### src/rtl/tap_controller.sv
// JTAG test access port controller: 16-state TAP FSM, 2-bit instruction register,
// bypass bit and TDO mux, plus capture/shift/update strobes for the boundary-scan chain.
//
// state | meaning
// ------+-------------------------------------------------------------
// TLR   | Test-Logic-Reset, instruction forced to BYPASS every TCK
// RTI   | Run-Test/Idle
// SELDR | Select-DR-Scan
// CAPDR | Capture-DR, BSR capture or bypass bit cleared
// SHDR  | Shift-DR, selected data register shifts TDI toward TDO
// EX1DR | Exit1-DR
// PAUDR | Pause-DR, data registers hold
// EX2DR | Exit2-DR, may resume shifting without recapture
// UPDDR | Update-DR, BSR update strobe
// SELIR | Select-IR-Scan
// CAPIR | Capture-IR, shift stage loaded with IR_CAPTURE
// SHIR  | Shift-IR, LSB of the shift stage drives TDO
// EX1IR | Exit1-IR
// PAUIR | Pause-IR, shift stage holds
// EX2IR | Exit2-IR
// UPDIR | Update-IR, shift stage copied into the active instruction
module tap_controller #(
    parameter int             IR_W       = 2,
    parameter logic [IR_W-1:0] IR_CAPTURE = 2'b01,
    parameter logic [IR_W-1:0] OP_EXTEST  = 2'b00,
    parameter logic [IR_W-1:0] OP_SAMPLE  = 2'b01,
    parameter logic [IR_W-1:0] OP_BYPASS  = 2'b11
) (
    input  logic            TCK,
    input  logic            TRST_N,
    input  logic            TMS,
    input  logic            TDI,
    input  logic            bsr_tdo,
    output logic            bsr_tdi,
    output logic            bsr_capture,
    output logic            bsr_shift,
    output logic            bsr_update,
    output logic            bs_en,
    output logic            TDO,
    output logic            tdo_en,
    output logic [IR_W-1:0] inst,
    output logic [3:0]      state
);

    localparam logic [3:0] TLR   = 4'hF;
    localparam logic [3:0] RTI   = 4'hC;
    localparam logic [3:0] SELDR = 4'h7;
    localparam logic [3:0] CAPDR = 4'h6;
    localparam logic [3:0] SHDR  = 4'h2;
    localparam logic [3:0] EX1DR = 4'h1;
    localparam logic [3:0] PAUDR = 4'h3;
    localparam logic [3:0] EX2DR = 4'h0;
    localparam logic [3:0] UPDDR = 4'h5;
    localparam logic [3:0] SELIR = 4'h4;
    localparam logic [3:0] CAPIR = 4'hE;
    localparam logic [3:0] SHIR  = 4'hA;
    localparam logic [3:0] EX1IR = 4'h9;
    localparam logic [3:0] PAUIR = 4'hB;
    localparam logic [3:0] EX2IR = 4'h8;
    localparam logic [3:0] UPDIR = 4'hD;

    logic [3:0]      state_nxt;
    logic [IR_W-1:0] ir_q;
    logic [IR_W-1:0] ir_sr;
    logic            byp;
    logic            sel_bsr;

    always_comb begin
        state_nxt = state;
        case (state)
            TLR:   state_nxt = TMS ? TLR   : RTI;
            RTI:   state_nxt = TMS ? SELDR : RTI;
            SELDR: state_nxt = TMS ? SELIR : CAPDR;
            CAPDR: state_nxt = TMS ? EX1DR : SHDR;
            SHDR:  state_nxt = TMS ? EX1DR : SHDR;
            EX1DR: state_nxt = TMS ? UPDDR : PAUDR;
            PAUDR: state_nxt = TMS ? EX2DR : PAUDR;
            EX2DR: state_nxt = TMS ? UPDDR : SHDR;
            UPDDR: state_nxt = TMS ? SELDR : RTI;
            SELIR: state_nxt = TMS ? TLR   : CAPIR;
            CAPIR: state_nxt = TMS ? EX1IR : SHIR;
            SHIR:  state_nxt = TMS ? EX1IR : SHIR;
            EX1IR: state_nxt = TMS ? UPDIR : PAUIR;
            PAUIR: state_nxt = TMS ? EX2IR : PAUIR;
            EX2IR: state_nxt = TMS ? UPDIR : SHIR;
            UPDIR: state_nxt = TMS ? SELDR : RTI;
            default: state_nxt = TLR;
        endcase
    end

    always_ff @(posedge TCK or negedge TRST_N) begin
        if (!TRST_N) begin
            state <= TLR;
        end else begin
            state <= state_nxt;
        end
    end

    // Instruction path: shift stage and the active (updated) instruction.
    always_ff @(posedge TCK or negedge TRST_N) begin
        if (!TRST_N) begin
            ir_sr <= IR_CAPTURE;
            ir_q  <= OP_BYPASS;
        end else begin
            case (state)
                TLR:     ir_q  <= OP_BYPASS;
                CAPIR:   ir_sr <= IR_CAPTURE;
                SHIR:    ir_sr <= {TDI, ir_sr[IR_W-1:1]};
                UPDIR:   ir_q  <= ir_sr;
                default: ;
            endcase
        end
    end

    // Unrecognised opcodes fall through to bypass.
    assign sel_bsr = (ir_q == OP_EXTEST) || (ir_q == OP_SAMPLE);

    always_ff @(posedge TCK or negedge TRST_N) begin
        if (!TRST_N) begin
            byp <= 1'b0;
        end else if (!sel_bsr) begin
            if (state == CAPDR) begin
                byp <= 1'b0;
            end else if (state == SHDR) begin
                byp <= TDI;
            end
        end
    end

    assign bsr_capture = (state == CAPDR) && sel_bsr;
    assign bsr_shift   = (state == SHDR)  && sel_bsr;
    assign bsr_update  = (state == UPDDR) && sel_bsr;
    assign bsr_tdi     = TDI;
    assign bs_en       = (ir_q == OP_EXTEST);
    assign inst        = ir_q;
    assign tdo_en      = (state == SHDR) || (state == SHIR);

    always_comb begin
        TDO = 1'b0;
        if (state == SHIR) begin
            TDO = ir_sr[0];
        end else if (state == SHDR) begin
            TDO = sel_bsr ? bsr_tdo : byp;
        end
    end

endmodule

### config.mk
export PLATFORM = sky130hd
export DESIGN_NAME = tap_controller
export DESIGN_NICKNAME = d
export VERILOG_FILES = /design/src/rtl/tap_controller.sv
export SDC_FILE = /design/constraint.sdc
export NUM_CORES = 1
export LEC_CHECK = 0
export BUFFER_PORTS_ARGS = -buffer_cell sky130_fd_sc_hd__buf_2
export CAP_MARGIN = 20
export CORE_AREA = 8 8 45 47
export CTS_CLUSTER_SIZE = 28
export DETAILED_ROUTE_END_ITERATION = 12
export DIE_AREA = 0 0 53 55
export MAX_ROUTING_LAYER = met4
export PLACE_DENSITY = 0.66
export REMOVE_ABC_BUFFERS = 1
export SLEW_MARGIN = 20
export SYNTH_ARGS = -nofsm -noshare
export SYNTH_HDL_FRONTEND = slang
export SYNTH_SLANG_ARGS = --single-unit
### constraint.sdc
create_clock -name TCK -period 0.95 [get_ports TCK]
set_input_delay 0.095 -clock TCK [delete_from_list [all_inputs] [get_ports TCK]]
set_output_delay 0.095 -clock TCK [all_outputs]
set_load 0.005 [all_outputs]
==> results.json, run 1 <==
{
  "path_clk_slew_ns": 0.06,
  "netlist.area_leader.share": 0.348,
  "num-nets-final": 98,
  "root_buffer": "clkbuf_4",
  "syn_area_per_cell_um2": 9.10,
  "cp-startpoint": "inst[1]$_DFFE_PN1P_",
  "synth_adder_area_share": 0,
  "wirelength_um": 1590,
  "synth.area.mux_share": 0.0190,
  "layout_setup_ws_ns": -0.474,
  "drt-vias-per-instance": 4.94,
  "crit_path_end_kind": "output pin",
  "reg2regPathDepth": 4,
  "worstHoldStart": "TMS",
  "slew_headroom": 0.850,
  "yosys_register_bits": 9,
  "antenna_left": 0,
  "antenna_found_initial": 0,
  "hpwlAfterDp_um": 1010,
  "max_freq_mhz": 702,
  "synth-xor-area-share": 0,
  "synth_simple_gate_area_share": 0.341,
  "cts_buffer_depth": 2,
  "yosysMostFrequentCell": "nand2_1",
  "rsz0062_at_grt": "yes",
  "synth_compound_area_frac": 0.135,
  "vias": 533,
  "worstPathMaxFanout": 2,
  "skew_ns": 0.00260,
  "start_kind": "flip-flop",
  "worstPathRequired_ns": 0.85,
  "insertion_delay_ns": 0.26,
  "gp_congestion": 0.791,
  "cp.arrival_ns": 1.33,
  "core_area_um2": 1380,
  "synth_warnings": 0,
  "period_minus_slack_ns": 1.42,
  "r2r_start": "state[2]$_DFF_PN1_",
  "final_max_slew_viol_count": 0,
  "setup_viol": 21,
  "min_path_type": "input port to flip-flop",
  "io_pins": 18,
  "initial_core_util": 0.382,
  "p_per_area_nw_per_um2": 3650,
  "max_cap_viol_count": 0,
  "syn_inst": 58,
  "hold_end": "state[1]$_DFF_PN1_",
  "yosys.area.top_type": "dfstp_2",
  "synth_top_family_by_area": "simple AND/OR/NAND/NOR gates",
  "grt_usage": 0.120,
  "die-area_um2": 2920,
  "status": "complete, but fails checks",
  "power_w": 0.00333,
  "dr.pass1.iters": 3,
  "critPathKind": "flip-flop to output pin",
  "timing_hold_violations_final": 0,
  "htreeDepth": 1,
  "post-route-period-util": 1.50,
  "post_route_cells_drive_above_1_share": 0.641,
  "grt_pass1_vias": 564,
  "dr.first_iter.drc_count": 5,
  "fp.dieW_um": 53,
  "grt_max_degree": 10,
  "cts-buffers-inserted": 3,
  "r2r_slack_ns": -0.30,
  "antenna_cells": 0,
  "yosys_most_used_dff": "dfstp_2",
  "fp-row-count": 14,
  "yosysUniqueCellTypes": 25,
  "grt-ovfl-total": 0,
  "synth-edff-count": 0,
  "drt-wirelength-per-cell_um": 14.7,
  "synthTopCellsByArea": "dfstp_2 35%, dfrtp_1 9.5%, nand2_1 7.1%",
  "synth_commonest_cells": "10 x nand2_1, 8 x nor2_1, 7 x dfstp_2, 7 x o21ai_1, 3 x buf_4",
  "power.leakage_nw": 0.423,
  "violations": "negative setup slack",
  "ys_async_sr_fraction": 1.00,
  "io_buffers": 17,
  "vdd.ir_drop.worst_uv": 1660,
  "die_height_um": 55,
  "tightest_slew_ns": 0.224,
  "r2r-end": "state[1]$_DFF_PN1_",
  "grt_first_pass_wirelength_um": 2490,
  "tns_ns": -5.20,
  "cts_tree": "done",
  "drc": 0,
  "hold-path-cell-count": 2,
  "netlist_area_um2": 528,
  "areaGrowthSynthToFinish_pct": 72.7,
  "seq_area_frac_synth": 0.443,
  "cts_sinks": 9
}
## where the power goes
| part | total [W] | internal (W) | switching [W] |
|---|---|---|---|
| clock network | 0.000290 | 0.000162 | 0.000128 |
| logic | 0.00217 | 0.00121 | 0.000958 |
| registers | 0.000874 | 0.000675 | 0.000199 |
## layer usage
metal / wire length [um] / global-route usage
met1: 582 / 0.109
met2: 853 / 0.213
met3: 94 / 0.0214
met4: 54 / 0.108
met5: 0 / -
## worst max-delay path: stages, from the launching register on
cell     delay [ns]
dfstp_2        0.54
mux2i_1        0.19
o21ai_1        0.08
and2_1         0.14
buf_2          0.12
## layout by cell type, fill, tap and decap left out
cell type | Yosys | layout
o211ai_1 | 1 | 1
nand3b_1 | 1 | 1
nand2b_4 | 1 | 1
mux2i_1 | 1 | 1
buf_6 | 0 | 10
nand4_1 | 1 | 1
nor2_1 | 8 | 7
clkbuf_4 | 0 | 3
nor4_4 | 0 | 1
o21ai_1 | 7 | 4
clkbuf_1 | 0 | 1
nand3_1 | 2 | 1
nand3b_4 | 1 | 1
dlygate4sd3_1 | 0 | 1
dfstp_2 | 7 | 7
nand4bb_4 | 0 | 1
buf_4 | 3 | 8
a22o_1 | 1 | 1
nand2_1 | 10 | 7
o21a_1 | 1 | 1
buf_2 | 2 | 14
and2_1 | 1 | 1
nor2_2 | 1 | 1
nand2b_1 | 1 | 1
buf_12 | 0 | 2
nor2b_4 | 0 | 1
nor3b_2 | 1 | 1
nand3_4 | 0 | 1
dfrtp_1 | 2 | 2
a21boi_1 | 1 | 1
nor2_4 | 0 | 1
o21ai_2 | 0 | 3
o21ai_0 | 1 | 1
nand2_2 | 0 | 3
## cells by family (layout without fill, tap and decap cells)
family,Yosys count,in the layout
muxes,1,1
DFF,9,9
and+or+nand+nor,31,31
AOI/OAI and AO/OA,12,12
buffers and inverters,5,39
## worst max path at each step
stage,endpoint,slack [ns],cells past startpoint
after detailed placement,state[1]$_DFF_PN1_,-0.20,3
after global routing,bsr_update,-0.54,5
after floorplan,state[3]$_DFF_PN1_,-0.12,3
after CTS,TDO,-0.46,4
after global placement,TDO,-0.17,4
final,TDO,-0.47,4
## per-stage QoR
stage | instances | util | setup WS, ns | area [um2] | hold WS (ns)
2_1_floorplan | 53 | - | -0.118 | 495 | -0.201
3_3_place_gp | 95 | 0.501 | -0.167 | 693 | -0.0479
3_5_place_dp | 95 | 0.501 | -0.203 | 693 | -0.0428
4_1_cts | 109 | 0.633 | -0.461 | 876 | 0.0898
5_1_grt | 108 | 0.659 | -0.538 | 912 | 0.0851
6_report | 108 | 0.659 | -0.474 | 912 | 0.0991
## final cells by class
cell class | count | area [um2]
sequential | 9 | 234
fill | 96 | 472
tap | 16 | 20.0
timing repair buffer | 35 | 293
multi-input combinational | 44 | 339
clock buffer | 4 | 26.3
## repair_timing
action,CTS,global route
pin swaps,16,1
buffers inserted,9,0
resized for setup,19,7
setup endpoints to repair,21,21
endpoints found under the hold margin,9,0
hold buffers,1,0
## registers in the layout, summed over array words and instances, names as in the netlist
name,count
byp,1
inst,2
ir_sr,2
state,4
Power figures use the tool's default switching activity.
==> run 2, diff against run 1 <==
- PLACE_DENSITY: 0.66 -> 0.69
==> run 2 against run 1 <==
The flow still finishes with violations (negative setup slack). Worst hold slack improved by 0.012 ns. Non-clock buffer count did not move. Worst setup slack got worse by 0.018 ns. Register-to-register slack got worse by 0.16 ns. Sequential power fell by 0.8%. Clock-buffer cell count did not move. Largest cell class unchanged. Highest routed layer unchanged.
==> results.json, run 2 (synthesized netlist as in run 1, its figures left out) <==
{
  "rsz0062_at_grt": "yes",
  "critPathKind": "flip-flop to output pin",
  "grt-ovfl-total": 0,
  "grt_usage": 0.118,
  "max_freq_mhz": 694,
  "worstPathRequired_ns": 0.85,
  "worstHoldStart": "TDI",
  "hpwlAfterDp_um": 1000,
  "r2r_slack_ns": -0.46,
  "worstPathMaxFanout": 2,
  "cts_sinks": 9,
  "htreeDepth": 1,
  "io_buffers": 17,
  "antenna_found_initial": 0,
  "crit_family": "flip-flops",
  "final_common_cell": "buf_2",
  "io_pins": 18,
  "areaGrowthSynthToFinish_pct": 67.5,
  "gp_congestion": 0.794,
  "core_area_um2": 1380,
  "vdd.ir_drop.worst_uv": 1310,
  "setup_viol": 21,
  "dr.first_iter.drc_count": 14,
  "crit_path_end_kind": "output pin",
  "power.leakage_nw": 0.421,
  "fillCellCount": 97,
  "drc": 0,
  "slew_headroom": 0.834,
  "grt_max_degree": 10,
  "tns_ns": -6.29,
  "timing_hold_violations_final": 0,
  "fp-row-count": 14,
  "skew_ns": 0.00994,
  "min_path_type": "input port to flip-flop",
  "vias": 597,
  "largest_reg_flops": 4,
  "crit_path_max_incr_delay_ns": 0.55,
  "period_minus_slack_ns": 1.44,
  "antenna_cells": 0,
  "post-route-period-util": 1.52,
  "largest_register": "state",
  "path_clk_slew_ns": 0.07,
  "root_buffer": "clkbuf_4",
  "status": "complete, but fails checks",
  "hold_end": "ir_sr[1]$_DFFE_PN0N_",
  "wirelength_um": 1860,
  "die-area_um2": 2920,
  "cpMaxStageDelayCell": "dfstp_2",
  "cp_num_cells": 4,
  "antenna_left": 0,
  "layout_setup_ws_ns": -0.491,
  "drt-wirelength-per-cell_um": 17.3,
  "grt_first_pass_wirelength_um": 2410,
  "violations": "negative setup slack",
  "fp.dieW_um": 53,
  "cp.arrival_ns": 1.35,
  "p_per_area_nw_per_um2": 3770,
  "start_kind": "flip-flop",
  "cts_buffer_depth": 2,
  "layout_common_cells": "15 x buf_2, 12 x buf_6, 8 x nand2_1",
  "r2r-end": "byp$_DFFE_PN0P_",
  "reg2regPathDepth": 6,
  "r2r_start": "state[1]$_DFF_PN1_",
  "dr.pass1.iters": 5,
  "post_route_cells_drive_above_1_share": 0.663,
  "seq_area_um2": 234,
  "crit_chain": "mux2i_1, o21ai_1, and2_1, buf_2",
  "die_height_um": 55,
  "final_max_slew_viol_count": 0,
  "cts-buffers-inserted": 3,
  "insertion_delay_ns": 0.28,
  "max_cap_viol_count": 0,
  "initial_core_util": 0.382,
  "num-nets-final": 98,
  "grt_pass1_vias": 556,
  "path_buf_inv": 1,
  "hold-worst-slack_ns": 0.111,
  "multi_input_area_um2": 319,
  "cts_tree": "done",
  "drt-vias-per-instance": 5.53,
  "hold-path-cell-count": 3,
  "tightest_slew_ns": 0.246
}
==> run 2: cell count changes in the layout (fill, tap and decap cells not counted), moves of 2 or more <==
cell / previous run / this run
buf_6: 10 / 12
nor2_1: 7 / 5
nor2_2: 1 / 3
buf_4: 8 / 6
nand3_2: 0 / 2
==> run 2: routing by layer <==
| layer | global-route usage | wire (um) |
|---|---|---|
| met5 | - | 0 |
| met2 | 0.225 | 971 |
| met4 | 0.0819 | 48 |
| met1 | 0.102 | 624 |
| met3 | 0.0214 | 219 |
==> run 2: worst reg2reg max path, delay by kind of cell (launching register included) <==
| kind | cells | cell delay [ns] |
|---|---|---|
| flip-flops | 1 | 0.58 |
| AO/OA/AOI/OAI | 1 | 0.08 |
| AND/OR/NAND/NOR | 2 | 0.29 |
| buffers and inverters | 3 | 0.34 |
==> run 2: area by class of cell <==
type,instances,area share
Multi-Input combinational cell,44,0.361
Timing Repair Buffer,35,0.322
Tap cell,16,0.0226
Clock buffer,4,0.0297
Sequential cell,9,0.264
==> run 2: report_power, final <==
part	internal (W)	total, W	switching [W]
Clock	0.000163	0.000323	0.000160
Sequential	0.000673	0.000867	0.000194
Combinational	0.00118	0.00214	0.000965
==> run 2: timing repair <==
action | in CTS | in global routing
setup buffers | 5 | 3
endpoints found under the hold margin | 9 | 0
endpoints found under the setup margin | 21 | 21
hold buffers | 1 | 0
gates resized for setup | 9 | 19
pin swaps | 14 | 6
==> run 2: how the worst max path moves through the flow <==
| stage | to | from | slack, ns |
|---|---|---|---|
| 6_report | TDO | inst[1]$_DFFE_PN1P_ | -0.49 |
| 3_3_place_gp | bsr_shift | state[1]$_DFF_PN1_ | -0.21 |
| 5_1_grt | TDO | inst[1]$_DFFE_PN1P_ | -0.53 |
| 2_1_floorplan | state[3]$_DFF_PN1_ | state[2]$_DFF_PN1_ | -0.12 |
| 3_5_place_dp | bsr_shift | state[1]$_DFF_PN1_ | -0.26 |
| 4_1_cts | TDO | inst[1]$_DFFE_PN1P_ | -0.49 |
==> run 2: through the flow <==
step                      power [W]   util  cells  instance area (um2)  setup slack (ns)
after floorplan             0.00153      -     53                  495            -0.118
after global placement      0.00210  0.483     95                  668            -0.208
after detailed placement    0.00215  0.483     95                  668            -0.255
after CTS                   0.00284  0.573    105                  793            -0.491
after global routing        0.00350  0.639    108                  885            -0.527
final                       0.00333  0.639    108                  885            -0.491
==> run 3, diff against run 2 <==
- ABC_AREA: not set -> 1
- CORE_AREA: 8 8 45 47 -> not set
- CORE_MARGIN: not set -> 8
- CORE_UTILIZATION: not set -> 43
- DIE_AREA: 0 0 53 55 -> not set
- PLACE_DENSITY: 0.69 -> 0.73
==> run 3 against run 2 <==
The flow still finishes with violations (negative setup slack). Sequential share of layout area decreased by 5.1 points. Area after synthesis increased by 8.5%. Total power increased by 25%. Critical path depth increased by 1. Register-to-register slack improved by 0.08 ns. Via count increased by 31%. Non-clock buffer count increased by 10. Die area decreased by 5.4%. Routed wire length increased by 30%. Highest routed layer unchanged. Sequential power increased by 0.9%. Flip-flop and latch count unchanged.
==> results.json, run 3 <==
{
  "violations": "negative setup slack",
  "io_pins": 18,
  "synth-edff-count": 0,
  "wirelength_um": 2420,
  "worstHoldStart": "TMS",
  "slew_headroom": 0.856,
  "route.met3.wl_um": 141,
  "cts-buffers-inserted": 3,
  "dr.pass1.iters": 4,
  "cp_num_cells": 5,
  "gp_congestion": 0.860,
  "setup_viol": 21,
  "layout_common_cells": "16 x nand2_1, 16 x buf_4, 15 x buf_6",
  "maxUsedRoutingLayer": "met4",
  "grt_pass1_vias": 789,
  "status": "complete, but fails checks",
  "die_height_um": 52.5,
  "start_kind": "flip-flop",
  "intPower_w": 0.00232,
  "p_sw_w": 0.00187,
  "antenna_left": 0,
  "antenna_found_initial": 0,
  "post-route-period-util": 1.51,
  "grt_usage": 0.170,
  "seqPwrFrac": 0.209,
  "yosysMostFrequentCell": "nand2_1",
  "cp-startpoint": "state[3]$_DFF_PN1_",
  "reg2regPathDepth": 6,
  "cts_buffer_depth": 2,
  "drt-wirelength-per-cell_um": 16.1,
  "final_core_util": 0.862,
  "crit_path_max_incr_delay_ns": 0.56,
  "netlist.area_leader.share": 0.321,
  "max_cap_viol_count": 0,
  "skew_ns": 0.0142,
  "min_path_type": "input port to flip-flop",
  "initial_core_util": 0.452,
  "cts_tree": "done",
  "post_route_cells_drive_above_1_share": 0.622,
  "yosys.area.top_type": "dfstp_2",
  "power_w": 0.00418,
  "critPathKind": "flip-flop to output pin",
  "rsz0062_at_grt": "yes",
  "crit_path_end_kind": "output pin",
  "root_buffer": "clkbuf_4",
  "p_per_area_nw_per_um2": 3820,
  "synthTopCellsByArea": "dfstp_2 32%, nand2_1 14%, nor2_1 10%",
  "cpMaxStageDelayCell": "dfstp_2",
  "hold-path-cell-count": 3,
  "areaGrowthSynthToFinish_pct": 90.8,
  "grt_first_pass_wirelength_um": 3480,
  "wl_met1_um": 907,
  "max_freq_mhz": 697,
  "synth_warnings": 0,
  "power.leakage_nw": 0.556,
  "largest_reg_flops": 4,
  "switching_share": 0.446,
  "dr.first_iter.drc_count": 22,
  "dpl_worst_slack_ns": -0.235,
  "syn_area_per_cell_um2": 6.59,
  "die-area_um2": 2760,
  "wl_met2_um": 1270,
  "clkPwrFrac": 0.078,
  "grt_max_degree": 10,
  "comb_power_share": 0.712,
  "timing_hold_violations_final": 0,
  "seq_area_frac_synth": 0.408,
  "final_max_slew_viol_count": 0,
  "drc": 0,
  "layout_setup_ws_ns": -0.484,
  "fp.dieW_um": 52.5,
  "insertion_delay_ns": 0.28,
  "cp.arrival_ns": 1.34,
  "r2r_start": "state[3]$_DFF_PN1_",
  "crit_family": "flip-flops",
  "io_buffers": 17,
  "path_clk_slew_ns": 0.08,
  "largest_register": "state",
  "ys_async_sr_fraction": 1.00,
  "cts_sinks": 9,
  "drt-vias-per-instance": 5.23,
  "fillCellCount": 58,
  "placed_cells": 132,
  "grt-ovfl-total": 0,
  "num-nets-final": 141,
  "synth_commonest_cells": "22 x nand2_1, 16 x nor2_1, 8 x nand3_1, 7 x dfstp_2, 7 x inv_1",
  "path_buf_inv": 3,
  "yosys_most_used_dff": "dfstp_2",
  "period_minus_slack_ns": 1.43,
  "vdd.ir_drop.worst_uv": 2330,
  "fp-row-count": 13,
  "antenna_cells": 0,
  "worstPathMaxFanout": 3,
  "tightest_slew_ns": 0.216,
  "final_cells": 150,
  "core_area_um2": 1270,
  "hpwlAfterDp_um": 1310,
  "syn_inst": 87,
  "yosysUniqueCellTypes": 17,
  "worstPathRequired_ns": 0.85,
  "netlist_area_um2": 573,
  "vias": 784,
  "htreeDepth": 1,
  "yosys_register_bits": 9,
  "crit_chain": "inv_1, nand2_2, buf_4, nor3_2, buf_2"
}
-- run 3: cell type report --
class	instances	area [um2]	share of cell area
multi-input cells	65	400	0.366
repair buffers	45	364	0.333
flip-flops and latches	9	234	0.214
inverters	12	50.0	0.0458
clock buffers	4	26.3	0.0240
well taps	15	18.8	0.0172
-- run 3: path summary, 6_finish.rpt --
kind | to | slack [ns]
min | state[0]$_DFF_PN1_ | 0.09
max in group asynchronous | state[2]$_DFF_PN1_ | 0.49
max reg2reg | state[1]$_DFF_PN1_ | -0.38
max | bsr_capture | -0.48
min in group asynchronous | byp$_DFFE_PN0P_ | 0.20
min reg2reg | inst[0]$_DFFE_PN1P_ | 0.48
-- run 3: worst register-to-register path: stages, from the launching register on --
cell	delay (ns)
dfstp_2	0.56
buf_6	0.10
buf_6	0.10
buf_4	0.12
nor2_4	0.04
o21ai_0	0.19
nand3_1	0.13
-- run 3: logic make-up (layout without fill, tap and decap cells) --
logic type      after synthesis  after routing  synth area share
buf+inv                      13             61            0.0917
flops                         9              9             0.408
simple gates                 56             56             0.421
compound gates                9              9            0.0786
-- run 3: power by group through the flow --
stage                     clock, W  combinational (W)  sequential [W]
after floorplan                  0           0.000784        0.000910
after global placement           0            0.00164        0.000858
after detailed placement         0            0.00167        0.000863
after CTS                 0.000311            0.00229        0.000843
after global routing      0.000344            0.00315        0.000902
final                     0.000327            0.00298        0.000875
-- run 3: metrics by stage --
stage,setup TNS [ns],hold WS [ns],area (um2)
finish,-6.94,0.0883,1090
global route,-7.77,0.0973,1090
CTS,-5.82,0.0831,957
detailed placement,-2.33,-0.0440,774
global placement,-2.06,-0.0477,774
floorplan,-1.09,-0.201,566
-- run 3: layer usage --
layer / up-vias / track usage
met3: 11 / 0.0341
met4: 0 / 0.0690
li1: 378 / -
met5: - / -
met2: 29 / 0.308
met1: 366 / 0.173
-- run 3: timing repair --
item | 4_1_cts | 5_1_grt
resized for setup | 23 | 24
buffers inserted | 7 | 6
hold buffers | 1 | 0
endpoints found under the setup margin | 21 | 21
pin swaps | 3 | 2
cloned | 0 | 0
endpoints found under the hold margin | 9 | 0
